===== src/rtl/reg_sequencer_if.sv =====
// ---------------------------------------------------------------------------
// reg_sequencer_if
//   Bundles the instruction handshake and the register-file side signals of
//   reg_sequencer.
//
//   Handshake: an instruction transfers on a rising clk edge where
//   instr_valid=1 and instr_ready=1. instr_ready depends only on sequencer
//   state, never on instr_valid. When instr_ready=0, instr_valid and instr are
//   ignored.
//
//   Signals:
//     instr_valid / instr[15:0] / instr_ready    instruction handshake
//     rf_read_p_1, rf_read_p_2 [2:0], rf_r1, rf_r2  register-file read port
//     rf_read_data1, rf_read_data2 [7:0]         read data, one edge after enable
//     rf_write_p[2:0], rf_w, rf_write_data[7:0]  register-file write port
//     flag_zero, flag_carry                      ALU status
//     done                                       one-cycle retire pulse
//
//   Modports:
//     slave  - the sequencer
//     master - the instruction source plus the register file
// ---------------------------------------------------------------------------
interface reg_sequencer_if;
  logic        instr_valid;
  logic [15:0] instr;
  logic        instr_ready;
  logic [2:0]  rf_read_p_1;
  logic [2:0]  rf_read_p_2;
  logic        rf_r1;
  logic        rf_r2;
  logic [2:0]  rf_write_p;
  logic        rf_w;
  logic [7:0]  rf_write_data;
  logic [7:0]  rf_read_data1;
  logic [7:0]  rf_read_data2;
  logic        flag_zero;
  logic        flag_carry;
  logic        done;

  modport slave (
    input  instr_valid, instr, rf_read_data1, rf_read_data2,
    output instr_ready, rf_read_p_1, rf_read_p_2, rf_r1, rf_r2,
           rf_write_p, rf_w, rf_write_data, flag_zero, flag_carry, done
  );

  modport master (
    output instr_valid, instr, rf_read_data1, rf_read_data2,
    input  instr_ready, rf_read_p_1, rf_read_p_2, rf_r1, rf_r2,
           rf_write_p, rf_w, rf_write_data, flag_zero, flag_carry, done
  );
endinterface


===== src/rtl/reg_sequencer.sv =====
// ---------------------------------------------------------------------------
// reg_sequencer
//   Sequences one 16-bit instruction at a time against an external 8x8
//   register file with registered reads.
//   Fields: op=[15:13] rd=[12:10] rs1=[9:7] rs2=[6:4] imm8=[7:0].
//   Ops: NOP ADD SUB AND OR XOR LDI MOV.
//   Flow: IDLE -> ISSUE -> EXEC -> WB -> IDLE (ALU ops, MOV)
//         IDLE -> WB -> IDLE                  (LDI, NOP)
//
//   Ports:
//     clk          rising-edge clock
//     reset        asynchronous, active-high reset
//     bus          reg_sequencer_if.slave (handshake + register-file port)
//     dbg_state_o  current FSM state (0 IDLE, 1 ISSUE, 2 EXEC, 3 WB)
// ---------------------------------------------------------------------------
module reg_sequencer (
  input  logic                  clk,
  input  logic                  reset,
  reg_sequencer_if.slave        bus,
  output logic [1:0]            dbg_state_o
);

  typedef enum logic [1:0] {
    IDLE  = 2'd0,
    ISSUE = 2'd1,
    EXEC  = 2'd2,
    WB    = 2'd3
  } state_e;

  localparam logic [2:0] OP_NOP = 3'b000;
  localparam logic [2:0] OP_ADD = 3'b001;
  localparam logic [2:0] OP_SUB = 3'b010;
  localparam logic [2:0] OP_AND = 3'b011;
  localparam logic [2:0] OP_OR  = 3'b100;
  localparam logic [2:0] OP_XOR = 3'b101;
  localparam logic [2:0] OP_LDI = 3'b110;
  localparam logic [2:0] OP_MOV = 3'b111;

  state_e      state_q, state_d;
  logic [15:0] instr_q, instr_d;
  logic [7:0]  result_q, result_d;
  logic        zf_q, zf_d;
  logic        cf_q, cf_d;
  // Address/data outputs hold their last driven value outside ISSUE/WB.
  logic [2:0]  p1_q, p1_d;
  logic [2:0]  p2_q, p2_d;
  logic [2:0]  wp_q, wp_d;
  logic [7:0]  wdata_q, wdata_d;

  logic [2:0]  op, rd, rs1, rs2, in_op, free_p;
  logic [7:0]  imm8, opa, opb;
  logic [8:0]  sum, diff;

  assign op    = instr_q[15:13];
  assign rd    = instr_q[12:10];
  assign rs1   = instr_q[9:7];
  assign rs2   = instr_q[6:4];
  assign imm8  = instr_q[7:0];
  assign in_op = bus.instr[15:13];
  assign opa   = bus.rf_read_data1;
  assign opb   = bus.rf_read_data2;

  // 9-bit arithmetic: sum[8] is the carry, diff[8] is the borrow (a < b).
  assign sum  = {1'b0, opa} + {1'b0, opb};
  assign diff = {1'b0, opa} - {1'b0, opb};

  // The register file drops a read whose address equals rf_write_p, so while
  // reading, park the write address on a register neither source uses.
  always_comb begin
    if (rs1 != 3'd0 && rs2 != 3'd0)      free_p = 3'd0;
    else if (rs1 != 3'd1 && rs2 != 3'd1) free_p = 3'd1;
    else                                 free_p = 3'd2;
  end

  always_comb begin
    state_d         = state_q;
    instr_d         = instr_q;
    result_d        = result_q;
    zf_d            = zf_q;
    cf_d            = cf_q;
    p1_d            = p1_q;
    p2_d            = p2_q;
    wp_d            = wp_q;
    wdata_d         = wdata_q;
    bus.rf_r1       = 1'b0;
    bus.rf_r2       = 1'b0;
    bus.rf_w        = 1'b0;
    bus.done        = 1'b0;
    case (state_q)
      IDLE: begin
        if (bus.instr_valid) begin
          instr_d = bus.instr;
          state_d = (in_op == OP_NOP || in_op == OP_LDI) ? WB : ISSUE;
        end
      end
      ISSUE: begin
        p1_d      = rs1;
        p2_d      = rs2;
        wp_d      = free_p;
        bus.rf_r1 = 1'b1;
        bus.rf_r2 = (op != OP_MOV);
        state_d   = EXEC;
      end
      EXEC: begin
        // Flags move only for the arithmetic/logic ops; MOV copies operand a.
        case (op)
          OP_ADD: begin result_d = sum[7:0];  cf_d = sum[8];  zf_d = (sum[7:0] == 8'd0);  end
          OP_SUB: begin result_d = diff[7:0]; cf_d = diff[8]; zf_d = (diff[7:0] == 8'd0); end
          OP_AND: begin result_d = opa & opb; cf_d = 1'b0; zf_d = ((opa & opb) == 8'd0); end
          OP_OR:  begin result_d = opa | opb; cf_d = 1'b0; zf_d = ((opa | opb) == 8'd0); end
          OP_XOR: begin result_d = opa ^ opb; cf_d = 1'b0; zf_d = ((opa ^ opb) == 8'd0); end
          OP_MOV: result_d = opa;
          default: ;
        endcase
        state_d = WB;
      end
      WB: begin
        wp_d     = rd;
        wdata_d  = (op == OP_LDI) ? imm8 : result_q;
        bus.rf_w = (op != OP_NOP);
        bus.done = 1'b1;
        state_d  = IDLE;
      end
      default: state_d = IDLE;
    endcase
  end

  always_ff @(posedge clk or posedge reset) begin
    if (reset) begin
      state_q  <= IDLE;
      instr_q  <= 16'd0;
      result_q <= 8'd0;
      zf_q     <= 1'b0;
      cf_q     <= 1'b0;
      p1_q     <= 3'd0;
      p2_q     <= 3'd0;
      wp_q     <= 3'd0;
      wdata_q  <= 8'd0;
    end else begin
      state_q  <= state_d;
      instr_q  <= instr_d;
      result_q <= result_d;
      zf_q     <= zf_d;
      cf_q     <= cf_d;
      p1_q     <= p1_d;
      p2_q     <= p2_d;
      wp_q     <= wp_d;
      wdata_q  <= wdata_d;
    end
  end

  assign bus.instr_ready   = (state_q == IDLE) && !reset;
  assign bus.rf_read_p_1   = p1_d;
  assign bus.rf_read_p_2   = p2_d;
  assign bus.rf_write_p    = wp_d;
  assign bus.rf_write_data = wdata_d;
  assign bus.flag_zero     = zf_q;
  assign bus.flag_carry    = cf_q;
  assign dbg_state_o       = state_q;

endmodule


===== src/flat_wrapper.sv =====
// flat-port wrapper written by rule: the top's interface ports become plain ports
module reg_sequencer_flat 
  (clk, reset, dbg_state_o, bus_instr_valid, bus_instr, bus_rf_read_data1, bus_rf_read_data2, bus_instr_ready, bus_rf_read_p_1, bus_rf_read_p_2, bus_rf_r1, bus_rf_r2, bus_rf_write_p, bus_rf_w, bus_rf_write_data, bus_flag_zero, bus_flag_carry, bus_done);
  reg_sequencer_if bus_i ();
  input  logic clk;
  input  logic reset;
  output logic [1:0] dbg_state_o;
  input wire logic [$bits(bus_i.instr_valid)-1:0] bus_instr_valid;
  input wire logic [$bits(bus_i.instr)-1:0] bus_instr;
  input wire logic [$bits(bus_i.rf_read_data1)-1:0] bus_rf_read_data1;
  input wire logic [$bits(bus_i.rf_read_data2)-1:0] bus_rf_read_data2;
  output wire logic [$bits(bus_i.instr_ready)-1:0] bus_instr_ready;
  output wire logic [$bits(bus_i.rf_read_p_1)-1:0] bus_rf_read_p_1;
  output wire logic [$bits(bus_i.rf_read_p_2)-1:0] bus_rf_read_p_2;
  output wire logic [$bits(bus_i.rf_r1)-1:0] bus_rf_r1;
  output wire logic [$bits(bus_i.rf_r2)-1:0] bus_rf_r2;
  output wire logic [$bits(bus_i.rf_write_p)-1:0] bus_rf_write_p;
  output wire logic [$bits(bus_i.rf_w)-1:0] bus_rf_w;
  output wire logic [$bits(bus_i.rf_write_data)-1:0] bus_rf_write_data;
  output wire logic [$bits(bus_i.flag_zero)-1:0] bus_flag_zero;
  output wire logic [$bits(bus_i.flag_carry)-1:0] bus_flag_carry;
  output wire logic [$bits(bus_i.done)-1:0] bus_done;
  assign bus_i.instr_valid = bus_instr_valid;
  assign bus_i.instr = bus_instr;
  assign bus_i.rf_read_data1 = bus_rf_read_data1;
  assign bus_i.rf_read_data2 = bus_rf_read_data2;
  assign bus_instr_ready = bus_i.instr_ready;
  assign bus_rf_read_p_1 = bus_i.rf_read_p_1;
  assign bus_rf_read_p_2 = bus_i.rf_read_p_2;
  assign bus_rf_r1 = bus_i.rf_r1;
  assign bus_rf_r2 = bus_i.rf_r2;
  assign bus_rf_write_p = bus_i.rf_write_p;
  assign bus_rf_w = bus_i.rf_w;
  assign bus_rf_write_data = bus_i.rf_write_data;
  assign bus_flag_zero = bus_i.flag_zero;
  assign bus_flag_carry = bus_i.flag_carry;
  assign bus_done = bus_i.done;
  reg_sequencer u_core (.clk(clk), .reset(reset), .bus(bus_i), .dbg_state_o(dbg_state_o));
endmodule

===== config.mk =====
export PLATFORM = sky130hd
export DESIGN_NAME = reg_sequencer_flat
export DESIGN_NICKNAME = d
export VERILOG_FILES = /design/src/rtl/reg_sequencer_if.sv /design/src/rtl/reg_sequencer.sv /design/src/flat_wrapper.sv
export SDC_FILE = /design/constraint.sdc
export NUM_CORES = 1
export LEC_CHECK = 0
export BUFFER_PORTS_ARGS = -buffer_cell sky130_fd_sc_hd__buf_2
export CAP_MARGIN = 15
export CORE_MARGIN = 5
export CORE_UTILIZATION = 55
export CTS_BUF_LIST = sky130_fd_sc_hd__clkbuf_4
export DETAILED_ROUTE_END_ITERATION = 12
export HOLD_SLACK_MARGIN = 0.05
export PLACE_DENSITY = 0.8
export RECOVER_POWER = 100
export SLEW_MARGIN = 15
export SYNTH_ARGS = -nofsm -noshare
export SYNTH_HDL_FRONTEND = slang
export SYNTH_SLANG_ARGS = --single-unit

===== constraint.sdc =====
create_clock -name clk -period 2.5 [get_ports clk]
set_input_delay 0.5 -clock clk [delete_from_list [all_inputs] [get_ports clk]]
set_output_delay 0.5 -clock clk [all_outputs]
set_load 0.05 [all_outputs]

==> results.yml <==
yosys:
  synth-xor-area-share: 0.0318
  synthSimpleGateAreaFrac: 0.135
  yosysUniqueCellTypes: 56
  synth-edff-count: 0
  synth_cells: 363
  seq_area_frac_synth: 0.341
  dominantRegCellSynth: "dfrtp_1"
  syn_nets: 429
  async_flop_share: 1.00
  synth_area_per_cell_um2: 9.11
  synth_warnings: 0
  synthMuxAreaShare: 0.106
  ys_seq_elements: 45
  synth_compound_area_frac: 0.201
  synth_fa_ha_area_frac: 0.122
  syn_area_um2: 3310
  synth_top_family_by_area: "compound AO/OA/AOI/OAI gates"
drt:
  met2_length_um: 4620
  routedWlPerCell_um: 17.3
  drcViolationCount: 0
  drt-initial-drc-count: 209
  drt-total-wl_um: 9120
  antenna_left: 0
  drt_pre_antenna_iters: 5
  wl_met1_um: 3690
  via_per_inst: 5.91
  via_count: 3116
  top_layer: "met4"
  met3_length_um: 593
critical_path:
  startpoint_type: "register"
  crit_fanout: 22
  slowest_stage: "dfrtp_1"
  cpPeakStageDelay_ps: 420
  path_class: "register to output pin"
  end_kind: "output pin"
  cp_cell_sequence: "buf_4, inv_1, o31a_1, buf_2"
  cp_data_required_time_ps: 2000
  cp.arrival_ps: 1910
placed_design:
  placed_cells: 518
  gp_congestion: 0.944
  port_buffers: 60
  place_area_um2: 4000
  place_ws_ps: -200
  dp_hpwl_um: 7050
global_route:
  grtUsageTotal: 0.242
  first_global_vias: 3040
  grt_max_degree: 38
  grt_antenna_before_repair: 0
  grt_pass1_wl_um: 14700
  gr-total-overflow: 0
timing:
  setup_violations: 0
  min_period_ps: 2410
  rsz0062_at_grt: "yes"
  slew_headroom: 0.662
  post-route-period-util: 0.965
  tightest_slew_ps: 500
  finalMaxSlewViolations: 0
  finClkSkew_ps: 21.2
  hold_viol: 0
  whs_ps: 353
  finalWorstSetupSlack_ps: 88.3
  fmax_mhz: 415
pwr:
  irDropWorstVdd_mv: 1.07
  p_total_w: 0.00543
  total_leakage_power_nw: 2.00
  power_density_nw_per_um2: 1320
die:
  fp.dieH_um: 87.5
  ioPinCount: 61
  die_area_um2: 7660
  start_util: 0.562
  std_cell_rows: 28
  design.core.area_um2: 5890
  die_x_um: 87.5
clock_tree:
  clock-sinks: 45
  cts_made_buffers: 5
  clockRootBuffer: "clkbuf_4"
  clk_pin_slew_ps: 150
  cts_setup_buffers: 0
  cts_tree: "built"
  htree_levels: 2
  clkLatencyLatePin_ps: 370
  ctsLongestPathBuffers: 2
final_layout:
  fin_area_um2: 4100
  synthToLayoutAreaGrowth_pct: 24.0
  final_nets: 517
  final_common_cell: "buf_2"
  layout-drive-gt1-share: 0.345
  instances_no_fill: 527
  final_cell_mix: "buf_2, dfrtp_1, buf_4"
  insertedDiodeCount: 0
run:
  cap_violations: 0
outcome:
  status: "complete, no violations"
hold_path:
  hold_class: "input port to register"
critical path, delay by kind of cell, from the launching register on:
family          cells  cell delay, ps
flops               1             420
compound gates      1             360
buf+inv             3             760
registers in the layout (all words and copies together), names as in the netlist:
name,count
u_core.bus.flag_carry,1
u_core.bus.flag_zero,1
u_core.wp_q,3
u_core.result_q,8
u_core.p2_q,3
u_core.p1_q,3
u_core.dbg_state_o,2
u_core.wdata_q,8
u_core.instr_q,16
through the flow:
stage	utilization	setup TNS [ps]
after floorplan	-	-13.2
after global placement	0.679	-188
after detailed placement	0.679	-321
after CTS	0.695	0
after global routing	0.697	-0.200
final	0.697	0
path summary, 6_finish.rpt:
check	from	to	slack [ps]	depth (start not counted)
setup / recovery	u_core.instr_q[13]$_DFFE_PP0P_	bus_rf_r2	90	4
hold / removal	bus_instr[9]	u_core.instr_q[9]$_DFFE_PP0P_	350	2
setup reg to reg	u_core.instr_q[15]$_DFFE_PP0P_	u_core.bus.flag_zero$_DFFE_PP0P_	310	5
hold reg to reg	u_core.bus.flag_carry$_DFFE_PP0P_	u_core.bus.flag_carry$_DFFE_PP0P_	500	2
max in group asynchronous	reset	u_core.wdata_q[1]$_DFF_PP0_	1200	4
min in group asynchronous	reset	u_core.instr_q[15]$_DFFE_PP0P_	560	3
per-layer routing:
layer | up-vias | GRT usage
met5 | - | 0
met4 | 0 | 0.0865
met3 | 20 | 0.0284
met2 | 138 | 0.421
met1 | 1497 | 0.309
li1 | 1461 | -
cells in the mapped netlist, types with 5 or more instances:
library cell	n	area (um2)
a21oi_1	31	155
nor3_1	7	35.0
ha_1	29	363
mux2_2	23	259
nor2_1	32	120
nor2b_1	6	37.5
nand3_1	6	30.0
mux2i_1	9	90.1
nand2_1	24	90.1
xnor2_1	7	61.3
o21ai_0	20	100
dfrtp_1	45	1130
nor4_1	5	31.3
a22oi_1	5	37.5
inv_1	28	105
clkbuf_1	13	48.8
xor2_1	5	43.8
report_power, final:
part	internal (W)	switching [W]	leakage [nW]
sequential	0.00110	0.000248	0.531
combinational	0.00125	0.00248	1.44
clock	0.000107	0.000244	0.0326
total	0.00245	0.00298	2.00
timing repair:
item / 4_1_cts / 5_1_grt
hold buffers: 1 / 0
gates resized for setup: 5 / 4
setup endpoints to repair: 9 / 10
endpoints found under the hold margin: 8 / 0
cells by family (layout without fill, tap and decap cells):
| group | Yosys count | in the layout |
|---|---|---|
| compound gates | 101 | 101 |
| xor+xnor | 12 | 12 |
| fa+ha+maj | 31 | 31 |
| buf+inv | 48 | 137 |
| flops | 45 | 45 |
| mux | 32 | 32 |
| simple gates | 94 | 94 |
final cells by class:
cell class,instances,area (um2)
Fill cell,460,1790
Clock buffer,5,37.5
Inverter,29,109
Sequential cell,45,1130
Multi-Input combinational cell,270,2090
Timing Repair Buffer,100,629
Tap cell,75,93.8
Clock inverter,3,17.5
(Power assumes the default switching activity.)
